<file path="src/rtl/mmio_uart_tx_pkg.sv">
// Shared definitions for the memory-mapped UART transmitter:
// FSM encodings, register offsets and STATUS bit positions.
package mmio_uart_tx_pkg;

  typedef enum logic [2:0] {
    IDLE   = 3'd0,
    START  = 3'd1,
    DATA   = 3'd2,
    PARITY = 3'd3,
    STOP   = 3'd4
  } txStateT;

  localparam logic [31:0] TXDATA_OFS = 32'h0000_0000;
  localparam logic [31:0] STATUS_OFS = 32'h0000_0004;

  localparam int ST_FULL      = 0;
  localparam int ST_EMPTY     = 1;
  localparam int ST_ACTIVE    = 2;
  localparam int ST_OVF       = 3;
  localparam int ST_COUNT_LO  = 4;
  localparam int ST_PARITY_EN = 8;

  function automatic logic evenParity(input logic [7:0] b);
    return ^b;
  endfunction

endpackage

</file>
<file path="src/rtl/mmio_uart_tx_fifo.sv">
// Synchronous byte FIFO, depth 2**AW. A push while full is accepted only
// when a pop happens in the same cycle (the freed slot is reused).
module mmio_uart_tx_fifo #(
  parameter int AW = 2
) (
  input  logic        clk,
  input  logic        reset,
  input  logic        push,
  input  logic        pop,
  input  logic [7:0]  din,
  output logic [7:0]  dout,
  output logic        full,
  output logic        empty,
  output logic [AW:0] count
);
  localparam int DEPTH = 1 << AW;

  logic [7:0]    mem [DEPTH];
  logic [AW-1:0] wrPtr;
  logic [AW-1:0] rdPtr;
  logic          doPush;
  logic          doPop;

  // count never exceeds DEPTH, so its top bit alone marks full
  assign full   = count[AW];
  assign empty  = (count == '0);
  assign dout   = mem[rdPtr];
  assign doPop  = pop && !empty;
  assign doPush = push && (!full || doPop);

  always_ff @(posedge clk) begin
    if (doPush) mem[wrPtr] <= din;
  end

  always_ff @(posedge clk or negedge reset) begin
    if (!reset) begin
      wrPtr <= '0;
      rdPtr <= '0;
      count <= '0;
    end else begin
      if (doPush) wrPtr <= wrPtr + AW'(1);
      if (doPop)  rdPtr <= rdPtr + AW'(1);
      case ({doPush, doPop})
        2'b10:   count <= count + (AW+1)'(1);
        2'b01:   count <= count - (AW+1)'(1);
        default: count <= count;
      endcase
    end
  end

endmodule

</file>
<file path="src/rtl/mmio_uart_tx.sv">
// Memory-mapped UART transmitter: TXDATA/STATUS decode, byte FIFO and 8N1 serialiser.
// Build option: define UART_TX_PARITY_EN to add an even-parity bit after the data bits.
module mmio_uart_tx
  import mmio_uart_tx_pkg::*;
#(
  parameter logic [31:0] BASE_ADDR    = 32'hFFFF_0000,
  parameter int          CLKS_PER_BIT = 16,
  parameter int          FIFO_AW      = 2
) (
  input  logic        clk,
  input  logic        reset,
  input  logic        we,
  input  logic [31:0] a,
  input  logic [31:0] wd,
  output logic [31:0] rd,
  output logic        hit,
  output logic        tx,
  output logic        busy
);
  localparam int                BAUD_W    = (CLKS_PER_BIT > 2) ? $clog2(CLKS_PER_BIT) : 1;
  localparam logic [BAUD_W-1:0] BAUD_LAST = BAUD_W'(CLKS_PER_BIT - 1);

  logic selTx;
  logic selStatus;
  logic wrTx;
  logic wrStatus;
  logic overflow;
  logic [31:0] status;

  logic             fifoPop;
  logic             fifoFull;
  logic             fifoEmpty;
  logic [7:0]       fifoDout;
  logic [FIFO_AW:0] fifoCount;

  txStateT           state;
  txStateT           stateNext;
  logic [BAUD_W-1:0] baudCnt;
  logic [BAUD_W-1:0] baudNext;
  logic              baudDone;
  logic [2:0]        bitIdx;
  logic [2:0]        bitNext;
  logic [7:0]        shiftReg;
  logic [7:0]        shiftNext;
  logic              txNext;
`ifdef UART_TX_PARITY_EN
  logic              parityBit;
  logic              parityNext;
`endif

  logic unusedWd;
  assign unusedWd = ^wd[31:8];

  assign selTx     = (a == BASE_ADDR + TXDATA_OFS);
  assign selStatus = (a == BASE_ADDR + STATUS_OFS);
  assign wrTx      = we && selTx;
  assign wrStatus  = we && selStatus;
  assign hit       = selTx || selStatus;
  assign busy      = (state != IDLE) || !fifoEmpty;

  mmio_uart_tx_fifo #(.AW(FIFO_AW)) uFifo (
    .clk   (clk),
    .reset (reset),
    .push  (wrTx),
    .pop   (fifoPop),
    .din   (wd[7:0]),
    .dout  (fifoDout),
    .full  (fifoFull),
    .empty (fifoEmpty),
    .count (fifoCount)
  );

  always_ff @(posedge clk or negedge reset) begin
    if (!reset) begin
      overflow <= 1'b0;
    end else if (wrTx && fifoFull && !fifoPop) begin
      overflow <= 1'b1;
    end else if (wrStatus && wd[ST_OVF]) begin
      overflow <= 1'b0;
    end
  end

  always_comb begin
    status                      = '0;
    status[ST_FULL]             = fifoFull;
    status[ST_EMPTY]            = fifoEmpty;
    status[ST_ACTIVE]           = (state != IDLE);
    status[ST_OVF]              = overflow;
    status[ST_COUNT_LO +: 4]    = 4'(fifoCount);
`ifdef UART_TX_PARITY_EN
    status[ST_PARITY_EN]        = 1'b1;
`else
    status[ST_PARITY_EN]        = 1'b0;
`endif
    rd = selStatus ? status : 32'h0;
  end

  // state | meaning: IDLE line high, wait for FIFO | START start bit | DATA 8 bits LSB first | PARITY even parity | STOP stop bit
  assign baudDone = (baudCnt == BAUD_LAST);

  always_comb begin
    stateNext = state;
    baudNext  = baudCnt;
    bitNext   = bitIdx;
    shiftNext = shiftReg;
    fifoPop   = 1'b0;
`ifdef UART_TX_PARITY_EN
    parityNext = parityBit;
`endif
    case (state)
      IDLE: begin
        baudNext = '0;
        if (!fifoEmpty) begin
          fifoPop   = 1'b1;
          shiftNext = fifoDout;
          stateNext = START;
`ifdef UART_TX_PARITY_EN
          parityNext = evenParity(fifoDout);
`endif
        end
      end
      START: begin
        if (baudDone) begin
          baudNext  = '0;
          stateNext = DATA;
        end else begin
          baudNext = baudCnt + BAUD_W'(1);
        end
      end
      DATA: begin
        if (baudDone) begin
          baudNext  = '0;
          shiftNext = {1'b0, shiftReg[7:1]};
          if (bitIdx == 3'd7) begin
            bitNext = 3'd0;
`ifdef UART_TX_PARITY_EN
            stateNext = PARITY;
`else
            stateNext = STOP;
`endif
          end else begin
            bitNext = bitIdx + 3'd1;
          end
        end else begin
          baudNext = baudCnt + BAUD_W'(1);
        end
      end
`ifdef UART_TX_PARITY_EN
      PARITY: begin
        if (baudDone) begin
          baudNext  = '0;
          stateNext = STOP;
        end else begin
          baudNext = baudCnt + BAUD_W'(1);
        end
      end
`endif
      STOP: begin
        if (baudDone) begin
          baudNext = '0;
          // chain the next frame without an idle cycle when data is waiting
          if (!fifoEmpty) begin
            fifoPop   = 1'b1;
            shiftNext = fifoDout;
            stateNext = START;
`ifdef UART_TX_PARITY_EN
            parityNext = evenParity(fifoDout);
`endif
          end else begin
            stateNext = IDLE;
          end
        end else begin
          baudNext = baudCnt + BAUD_W'(1);
        end
      end
      default: begin
        stateNext = IDLE;
        baudNext  = '0;
        bitNext   = 3'd0;
      end
    endcase

    case (stateNext)
      START:   txNext = 1'b0;
      DATA:    txNext = shiftNext[0];
`ifdef UART_TX_PARITY_EN
      PARITY:  txNext = parityNext;
`endif
      default: txNext = 1'b1;
    endcase
  end

  always_ff @(posedge clk or negedge reset) begin
    if (!reset) begin
      state    <= IDLE;
      baudCnt  <= '0;
      bitIdx   <= 3'd0;
      shiftReg <= 8'h00;
      tx       <= 1'b1;
    end else begin
      state    <= stateNext;
      baudCnt  <= baudNext;
      bitIdx   <= bitNext;
      shiftReg <= shiftNext;
      tx       <= txNext;
    end
  end

`ifdef UART_TX_PARITY_EN
  always_ff @(posedge clk or negedge reset) begin
    if (!reset) parityBit <= 1'b0;
    else        parityBit <= parityNext;
  end
`endif

endmodule
</file>
<file path="config.mk">
export PLATFORM = sky130hd
export DESIGN_NAME = mmio_uart_tx
export DESIGN_NICKNAME = d
export VERILOG_FILES = /design/src/rtl/mmio_uart_tx_pkg.sv /design/src/rtl/mmio_uart_tx_fifo.sv /design/src/rtl/mmio_uart_tx.sv
export SDC_FILE = /design/constraint.sdc
export NUM_CORES = 1
export LEC_CHECK = 0
export CAP_MARGIN = 20
export CORE_MARGIN = 4
export CORE_UTILIZATION = 43
export DETAILED_ROUTE_END_ITERATION = 10
export DONT_BUFFER_PORTS = 1
export GPL_ROUTABILITY_DRIVEN = 1
export HOLD_SLACK_MARGIN = 0.03
export PLACE_DENSITY = 0.69
export SYNTH_ARGS = -nofsm -noshare
export SYNTH_HDL_FRONTEND = slang
export SYNTH_HIERARCHICAL = 1
export SYNTH_SLANG_ARGS = --single-unit
</file>
<file path="constraint.sdc">
create_clock -name clk -period 2.45 [get_ports clk]
set_clock_uncertainty 0.1 [all_clocks]
set_input_delay 0.3675 -clock clk [delete_from_list [all_inputs] [get_ports clk]]
set_output_delay 0.3675 -clock clk [all_outputs]
set_load 0.005 [all_outputs]
</file>
==> results.yml, run 1 <==
worst_setup_path:
  slowest_stage: "or3_4"
  max_stage_delay_ps: 400
  cp_common_cell: "inv_2"
  critPathArrivalTime_ps: 2480
  reg2regPathDepth: 11
  worstPathMaxFanout: 3
  r2r_start: "uFifo/count[2]"
  start_kind: "flip-flop"
  rr_endpoint: "uFifo/count[2]"
  ff2ff_setup_slack_ps: 130
  path_class: "flip-flop to flip-flop"
  endpoint_kind: "flip-flop"
  worstPathCellList: "or3_4, inv_1, nor4_4, o21a_1, inv_2, ha_4, inv_2, fa_2, xor2_1, nor2_1, xnor2_1"
  crit_buf_inv: 3
  path_delay_family: "simple AND/OR/NAND/NOR gates"
  required_ps: 2600
placement:
  io_buffer_count: 0
  hpwl_um: 3770
  gp_congestion: 0.765
  place_inst: 340
sta:
  rsz0062_at_grt: "false"
  fin_crit_sh: 0.948
  timing.fmax_ghz: 0.430
  period_minus_slack_ps: 2320
  setup_viol: 0
  tns_ps: 0
  hold_viol_final: 0
  finalMaxSlewViolations: 0
synthesis:
  synth_area_leader_cell: "edfxtp_1"
  avgSynthCellArea_sq_um: 12.7
  synth-seq-cells: 59
  synth.most_common_cell: "edfxtp_1"
  synthDominantCellAreaShare: 0.319
  synth_cells: 237
  synthTopCellsByArea: "edfxtp_1, dfrtp_1, buf_4"
  syn_area_sq_um: 3010
  synth-edff-count: 32
  ys_warn_count: 6
  synth.distinct_cells: 53
  ys.flop_type: "edfxtp_1"
  async_flop_share: 0.458
  ys_seq_area_frac: 0.544
  synth_common_cells: "edfxtp_1, buf_4, dfrtp_1"
detailed_routing:
  vias_per_cell: 5.11
  wl_met1_um: 2300
  wl_met2_um: 2710
  drtPass1Iterations: 4
  drt-initial-drc-count: 125
  topRoutingLayerUsed: "met4"
  vias: 1880
  wl_per_cell_um: 14.5
  drtAntennaViolNets: 0
  drcViolationCount: 0
  routed-wl-met3_um: 320
  wl_um: 5350
min_path:
  hp-class: "input port to flip-flop"
  whs_path_depth: 2
  min_from: "a[2]"
  hold_end: "overflow"
floorplanning:
  rows: 30
  die_w_um: 91.7
  core_sq_um: 6790
  dieArea_sq_um: 8410
  die_h_um: 91.7
  boundaryPins: 102
  start_util: 0.443
power:
  peakVddDrop_mv: 0.405
  power.share.sequential: 0.466
  swShare: 0.182
  p_sw_mw: 0.408
  p_leak_nw: 1.44
  p_comb_frac: 0.019
  internal-power_mw: 1.84
  powerDensity_nw_per_um2: 628
  p_clk_frac: 0.515
cells_and_area:
  diodes: 0
  synthToLayoutAreaGrowth_pct: 18.9
  finalNetCount: 343
  fillCellCount: 566
  drive_above_1_share: 0.206
  fin_cells: 368
clocking:
  cts_tree: "done"
  clockBufferDepth: 2
  cts_sinks: 59
  cts_root_buf: "clkbuf_8"
  numCtsBuffers: 9
  clk_latency_ps: 330
  htree_levels: 3
  clk_pin_slew_ps: 70
global_routing:
  grt_overflow_total: 0
  grt_max_degree: 28
  grtUsageTotal: 0.127
  grt_pass1_wl_um: 8420
  grt_pass1_vias: 1778
  antenna_found_initial: 0
outcome:
  status: "complete, no violations"
run:
  cap_violations: 0
==> worst max-delay path by stage <==
stage	end	slack, ps	startpoint	depth (start not counted)
CTS	uFifo/count[2]	50	baudCnt[1]	11
global route	uFifo/count[2]	30	uFifo/count[2]	11
finish	uFifo/count[2]	130	uFifo/count[2]	11
global placement	uFifo/count[2]	70	baudCnt[1]	11
floorplan	uFifo/count[2]	5	baudCnt[0]	12
detailed placement	uFifo/count[2]	80	baudCnt[1]	11
==> per-layer routing <==
layer / vias to the layer above / GRT usage
li1: 882 / -
met1: 931 / 0.168
met2: 65 / 0.198
met3: 2 / 0.0427
met4: 0 / 0.0408
met5: - / 0
==> cell families (layout without fill, tap and decap cells) <==
logic type               Yosys count  in the layout  synth area share
multiplexers                      13             13            0.0785
buffers and inverters             45             56            0.0934
adder cells (fa/ha/maj)            9              9            0.0399
AND/OR/NAND/NOR                   73             73             0.146
AO/OA/AOI/OAI                     29             29            0.0743
other                              1             25           0.00124
XOR/XNOR                           8              8            0.0233
flip-flops                        59             59             0.544
==> worst reg2reg max path, stage by stage, from the launching register on <==
cell     delay (ps)
dfrtp_1         380
or3_4           400
inv_1           120
nor4_4           60
o21a_1          210
inv_2            80
ha_4            140
inv_2            40
fa_2            330
xor2_1          140
nor2_1          130
xnor2_1         120
==> metrics by stage <==
step | setup slack [ps] | area [sq um] | utilization | total power [mW] | hold slack (ps)
global placement | 72.4 | 3190 | 0.469 | 1.08 | -27.3
global route | 26.7 | 3580 | 0.527 | 2.32 | 167
floorplan | 4.85 | 3150 | - | 1.11 | -28.1
finish | 126 | 3580 | 0.527 | 2.25 | 172
detailed placement | 77.5 | 3190 | 0.469 | 1.08 | -27.3
CTS | 49.3 | 3570 | 0.526 | 2.28 | 150
==> cell usage in the layout (no fill, tap or decap), types with 4 or more instances in the layout <==
cell,instances
edfxtp_1,32
dfrtp_1,26
conb_1,25
buf_4,16
nor2_1,13
and2_1,13
dlygate4sd3_1,10
and3_1,9
clkbuf_8,9
inv_1,8
nand2_1,7
mux4_2,7
a221o_1,6
ha_1,6
nor4_1,5
o21ai_0,5
xnor2_1,5
nand4_1,4
a21oi_1,4
nor3_1,4
nand3_1,4
bufinv_16,4
buf_12,4
==> sequential cells by signal, indices dropped and copies added, names as in the netlist <==
| signal | flops |
|---|---|
| uFifo/count | 3 |
| tx | 1 |
| state | 3 |
| bitIdx | 3 |
| shiftReg | 8 |
| overflow | 1 |
| uFifo/mem | 32 |
| uFifo/wrPtr | 2 |
| uFifo/rdPtr | 2 |
| baudCnt | 4 |
==> power by group through the flow <==
stage          Combinational [mW]  Sequential [mW]  Clock (mW)
2_1_floorplan              0.0402             1.07           0
3_3_place_gp               0.0114             1.07           0
3_5_place_dp               0.0116             1.07           0
4_1_cts                    0.0426             1.05        1.19
5_1_grt                    0.0484             1.05        1.23
6_report                   0.0430             1.05        1.16
==> area by class of cell <==
cell class	instances	area (sq um)	share of cell area
Clock buffer	9	124	0.0346
Timing Repair Buffer	30	300	0.0839
Inverter	10	37.5	0.0105
Tap cell	96	120	0.0335
Sequential cell	59	1640	0.457
Multi-Input combinational cell	157	1220	0.341
Clock inverter	7	140	0.0391
==> timing repair <==
item                                   CTS  global route
endpoints found under the hold margin   60             0
buffers inserted                         0             1
setup endpoints to repair                0             1
resized for setup                        0             0
hold buffers                            11             0
(Power assumes the default switching activity.)
==> run 2: changes to the inputs <==
==> constraint.sdc (replaced) <==
create_clock -name clk -period 2.45 [get_ports clk]
set_clock_uncertainty 0.1 [all_clocks]
set_input_delay 0.3675 -clock clk [delete_from_list [all_inputs] [get_ports clk]]
set_output_delay 0.3675 -clock clk [all_outputs]
set_load 0.1 [all_outputs]
==> results.yml, run 2 (synthesis gave the netlist of run 1 again) <==
floorplanning:
  die_w_um: 91.7
  start_util: 0.443
  rows: 30
  boundaryPins: 102
  dieArea_sq_um: 8410
  die_h_um: 91.7
  core_sq_um: 6790
detailed_routing:
  drtAntennaViolNets: 0
  drtPass1Iterations: 6
  wl_um: 5480
  drcViolationCount: 0
  vias: 1898
  vias_per_cell: 5.02
  drt-initial-drc-count: 102
  wl_per_cell_um: 14.5
run:
  cap_violations: 0
sta:
  fin_hold_ws_ps: 160
  rsz0062_at_grt: "false"
  finalMaxSlewViolations: 0
  fin_crit_sh: 0.946
  period_minus_slack_ps: 2320
  setup_viol: 0
  timing.fmax_ghz: 0.432
  hold_viol_final: 0
worst_setup_path:
  critPathArrivalTime_ps: 2480
  required_ps: 2610
  endpoint_kind: "flip-flop"
  path_class: "flip-flop to flip-flop"
  worstPathMaxFanout: 3
  start_kind: "flip-flop"
power:
  p_sw_mw: 0.579
  power.share.sequential: 0.495
  p_leak_nw: 1.48
  peakVddDrop_mv: 0.425
  p_clk_frac: 0.411
  swShare: 0.274
  internal-power_mw: 1.54
  p_comb_frac: 0.094
  powerDensity_nw_per_um2: 576
cells_and_area:
  top_register: "uFifo/mem"
  final_common_cell: "edfxtp_1"
  finalNetCount: 353
  largest_registers: "uFifo/mem x32, shiftReg x8, baudCnt x4"
  fin_area_sq_um: 3670
  fin_cells: 378
  synthToLayoutAreaGrowth_pct: 21.8
  diodes: 0
  largest_reg_flops: 32
  layout_common_cells: "edfxtp_1, conb_1, dfrtp_1"
  drive_above_1_share: 0.241
placement:
  dpl-instance-area_sq_um: 3330
  hpwl_um: 4010
  place_inst: 348
  io_buffer_count: 0
  gp_congestion: 0.758
clocking:
  clk_latency_ps: 340
  cts_root_buf: "clkbuf_8"
  clockBufferDepth: 2
  cts_tree: "done"
  cts_sinks: 59
  clk_pin_slew_ps: 70
  numCtsBuffers: 9
  htree_levels: 3
global_routing:
  grtUsageTotal: 0.137
  grt_overflow_total: 0
  grt_pass1_wl_um: 9010
  grt_pass1_vias: 1868
  grt_max_degree: 28
  antenna_found_initial: 0
min_path:
  hp-class: "input port to flip-flop"
outcome:
  status: "complete, no violations"
## run 2: layout make-up
| class | instances | area, sq um |
|---|---|---|
| Fill cell | 570 | 3120 |
| Inverter | 10 | 37.5 |
| Multi-Input combinational cell | 157 | 1220 |
| Clock inverter | 7 | 76.3 |
| Timing Repair Buffer | 40 | 450 |
| Sequential cell | 59 | 1640 |
| Clock buffer | 9 | 124 |
| Tap cell | 96 | 120 |
## run 2: what timing repair did
item,4_1_cts,5_1_grt
hold buffers,11,0
endpoints found under the setup margin,0,2
endpoints found under the hold margin,60,0
resized for setup,0,1
buffers inserted,0,3
## run 2: power by group through the flow
stage                     clock network (mW)  logic [mW]  registers [mW]
after floorplan                            0       0.200            1.07
after global placement                     0       0.168            1.07
after detailed placement                   0       0.169            1.07
after CTS                              0.890       0.200            1.05
after global routing                   0.942       0.206            1.05
final                                  0.869       0.200            1.05
## run 2: metrics by stage
| stage | total power, mW | TNS [ps] | setup WS [ps] | utilization |
|---|---|---|---|---|
| 6_report | 2.12 | 0 | 133 | 0.540 |
| 4_1_cts | 2.14 | 0 | 20.4 | 0.537 |
| 3_5_place_dp | 1.24 | 0 | 59.8 | 0.490 |
| 2_1_floorplan | 1.27 | -6.96 | -6.96 | - |
| 3_3_place_gp | 1.24 | 0 | 69.6 | 0.490 |
| 5_1_grt | 2.19 | 0 | 0.971 | 0.540 |
## run 2: final timing paths
| kind | start | endpoint | slack [ps] | cells after the start |
|---|---|---|---|---|
| worst max-delay path | uFifo/count[1] | uFifo/count[2] | 130 | 11 |
| worst min-delay path | we | overflow | 160 | 2 |
| worst max register to register | uFifo/count[1] | uFifo/count[2] | 130 | 11 |
| worst min register to register | shiftReg[4] | shiftReg[3] | 410 | 1 |
| max in group asynchronous | reset | tx | 1650 | 2 |
| min in group asynchronous | reset | shiftReg[5] | 370 | 2 |
## run 2: routing by layer
| layer | wire length (um) | vias to the layer above | GRT usage |
|---|---|---|---|
| met4 | 74 | 0 | 0.0594 |
| met5 | 0 | - | 0 |
| met3 | 286 | 9 | 0.0418 |
| met2 | 2760 | 50 | 0.217 |
| li1 | - | 904 | - |
| met1 | 2360 | 935 | 0.174 |
## run 2: critical path: stages, from the launching register on
cell and delay [ps]:
dfrtp_1 390, or3_4 380, inv_1 120, nor4_4 60, o21a_1 210, inv_2 70
ha_4 140, inv_2 40, fa_2 330, xor2_1 140, nor2_1 110, xnor2_1 130
==> edit 1: new RTL, config.mk and constraints of run 1 <==
The output `tx` loses its register stage (`tx` becomes a continuous assignment).
--- a/src/rtl/mmio_uart_tx.sv
+++ b/src/rtl/mmio_uart_tx.sv
@@ -198,3 +198,2 @@
       shiftReg <= 8'h00;
-      tx       <= 1'b1;
     end else begin
@@ -204,5 +203,6 @@
       shiftReg <= shiftNext;
-      tx       <= txNext;
     end
   end
+
+  assign tx = txNext;
 
Function: changed (a bounded check fails within 4 cycles, from zero or initial values and one cycle with reset low).
==> edit 1 against run 1 <==
The flow now finishes with violations (negative setup slack). Sequential cell count shrank 1. Via count is 0.53% lower. Design area is 0.42% lower. First-iteration DRC count is 6.4% higher. Power is 16% lower. Area after synthesis decreased by 0.87%. Cell count down 1.6%. Worst setup slack worse by 0.20 ns. Core utilization up 0.071 points. Routed wire length up 1.2%. Synthesized cell count is 0.42% lower. Hold slack worse by 0.011 ns. Count of clock-buffer cells in the layout unchanged. Global-route usage grew 0.91 points. Largest power group is now sequential cells. Highest routed layer unchanged.
==> edit 1: results <==
[outcome]
status = complete, but fails checks
violations = negative setup slack

[placement]
dp_hpwl_um = 3760

[yosys]
synth_cell_type_count = 52
yosysSeqAreaShare_pct = 54.0
synth.area.mux_share_pct = 7.92
synth_fa_ha_area_share_pct = 4.02

[sta]
setup_viol = 2
post-route-min-period_ns = 2.53
setup_slack_ns = -0.0775

[finish]
fin_nets = 354
drive_above_1_share_pct = 25.9
layout.cells.non_filler = 362

[drt]
via_per_inst = 5.17
wl_met1_um = 2380
wl_um = 5410
drt_iter0_drc = 133
wl_met2_um = 2780

[clock_network]
post-cts-setup-buffer-count = 8
cts.repair.resized = 7

[global_routing]
grt.total_usage_pct = 13.7
grtUsageMet3_pct = 3.65
grt_max_degree = 27
grt_pass1_vias = 1843
grt_pass1_wl_um = 8850

[pwr]
power.leakage_nw = 1.45

[hold_path]
hp-start = we
-- edit 1: cell types whose count changed in the layout (fill, tap and decap cells not counted), sizes merged --
cell and change:
dfstp -1, clkinvlp +2, bufinv -3, clkinv +1, inv -1, buf +12
-- edit 1: stage by stage --
step / area [sq um] / setup TNS (ns) / setup WS (ns)
after floorplan: 3120 / 0 / 0.00475
after CTS: 3520 / 0 / 0.00577
after global routing: 3570 / -0.318 / -0.185
final: 3570 / -0.0799 / -0.0775
after detailed placement: 3130 / 0 / 0.0284
after global placement: 3130 / 0 / 0.0491
-- edit 1: area by class of cell --
class,count,area (sq um)
tap,80,100
inverter,10,41.3
fill,553,3190
sequential,58,1610
clock inverter,6,58.8
clock buffer,9,124
timing repair buffer,42,369
multi-input combinational,157,1260
-- edit 1: how the worst max path moves through the flow --
stage / slack (ns) / from / endpoint
after global placement: 0.05 / uFifo/count[1] / uFifo/count[2]
final: -0.08 / uFifo/count[2] / tx
after detailed placement: 0.03 / uFifo/count[1] / uFifo/count[2]
after CTS: 0.006 / baudCnt[1] / tx
after floorplan: 0.005 / baudCnt[0] / uFifo/count[2]
after global routing: -0.18 / uFifo/count[2] / tx
-- edit 1: critical path: stages (launching register included) --
cell and delay [ns]:
dfrtp_1 0.37, or3_4 0.40, clkinvlp_4 0.14, mux2i_4 0.27, buf_6 0.13, a21oi_4 0.05, a32oi_2 0.24, o31ai_2 0.12
-- edit 1: where the power goes --
group | leakage, nW | switching (mW) | internal (mW) | total, mW
sequential | 0.606 | 0.0000000000373 | 1.03 | 1.03
combinational | 0.757 | 0.0258 | 0.0164 | 0.0422
clock | 0.0885 | 0.362 | 0.455 | 0.818
total | 1.45 | 0.388 | 1.50 | 1.89
==> edit 2: new RTL, config.mk and constraints of run 1 <==
Without the edit above. The package constant `ST_COUNT_LO` goes from 4 to 6.
--- a/src/rtl/mmio_uart_tx_pkg.sv
+++ b/src/rtl/mmio_uart_tx_pkg.sv
@@ -19,3 +19,3 @@
   localparam int ST_OVF       = 3;
-  localparam int ST_COUNT_LO  = 4;
+  localparam int ST_COUNT_LO  = 6;
   localparam int ST_PARITY_EN = 8;
Check against the original RTL: not equivalent (a bounded check fails within 4 cycles, from zero or initial values and one cycle with reset low).
==> edit 2 against run 1 <==
Global-route usage up 0.49 points. Area after synthesis shrank 1.3%. Worst setup slack worse by 0.015 ns. Power decreased by 17%. Clock power is 34% lower. Sequential cell count did not move. Routed wire length fell by 1.8%. Via count is 1.9% lower. Critical endpoint unchanged. Design area fell by 4.9%.
==> edit 2: results <==
[placement]
io_buffers = 0
placedCellCount = 325
gp_congestion = 0.810
dp_hpwl_um = 3840

[worst_setup_path]
worst_path_largest_cell_delay_ns = 0.41
critical_path.top_delay_family = simple AND/OR/NAND/NOR gates
crit_arrival_ns = 2.50
path_max_fanout = 3
critPathSlowestCell = or3_4

[outcome]
status = completed

[clock_network]
cts_buffer_depth = 2
clock_latency_ns = 0.33
cts_buffers = 9
clk_pin_slew_ns = 0.07
htreeDepth = 3

[global_routing]
grt_pass1_vias = 1826
grt_max_degree = 28
antenna_found_initial = 0
grt_pass1_wl_um = 8710
grt.total_usage_pct = 13.2

[pwr]
vdd_ir_drop_max_uv = 384
combPwrFrac_pct = 2.3
power.leakage_nw = 1.40
seq_power_share_pct = 56.4
power_switching_mw = 0.422
p_per_area_mw_per_mm2 = 545

[finish]
num-fill-cells = 586
layout.cells.non_filler = 354
reg_top3 = uFifo/mem: 32 flops, shiftReg: 8 flops, baudCnt: 4 flops
largest-register = uFifo/mem
drive_above_1_share_pct = 20.4
antenna_cells = 0

[yosys]
avgSynthCellArea_sq_um = 12.6
yosysWarnings = 6

[drt]
wl_um = 5250
drt_iter0_drc = 143
via_per_inst = 5.21
drt-pass1-iter-count = 4

[hold_path]
hp-class = primary input to flip-flop

[sta]
finalHoldViolCount = 0
==> edit 2: final timing paths <==
path	start	to	slack [ns]	cells past startpoint
worst min register to register	shiftReg[5]	shiftReg[4]	0.40	1
min in group asynchronous	reset	shiftReg[6]	0.38	2
worst min-delay path	we	overflow	0.18	2
worst max register to register	uFifo/count[0]	uFifo/count[2]	0.11	12
worst max-delay path	uFifo/count[0]	uFifo/count[2]	0.11	12
max in group asynchronous	reset	tx	1.63	2
==> edit 2: per-stage QoR <==
stage | hold WS [ns] | setup slack (ns) | util (%) | instance area [sq um]
after floorplan | -0.0281 | -0.0410 | - | 3090
after global placement | -0.0271 | -0.0146 | 45.7 | 3090
after detailed placement | -0.0272 | -0.0329 | 45.7 | 3090
after CTS | 0.164 | 0.0131 | 50.2 | 3390
after global routing | 0.174 | 0.00102 | 50.4 | 3410
final | 0.176 | 0.111 | 50.4 | 3410
==> edit 2: final cells by class <==
class                           instances  area (sq um)  share of cell area (%)
Inverter                               11          43.8                    1.29
Clock buffer                            9           124                    3.64
Clock inverter                          7          52.6                    1.54
Tap cell                               80           100                    2.94
Multi-Input combinational cell        157          1180                    34.6
Sequential cell                        59          1640                    48.1
Timing Repair Buffer                   31           270                    7.93
==> edit 2: timing repair <==
action	4_1_cts	5_1_grt
gates resized for setup	1	1
setup endpoints to repair	1	1
endpoints found under the hold margin	60	0
pin swaps	0	3
buffers inserted	1	1
hold buffers	11	0
==> edit 2: metal layers <==
layer	GRT usage, %	wire length, um	vias to the layer above
li1	-	-	896
met1	16.7	2260	879
met2	21.0	2630	61
met3	3.23	268	8
met4	7.04	85	0
met5	0	0	-
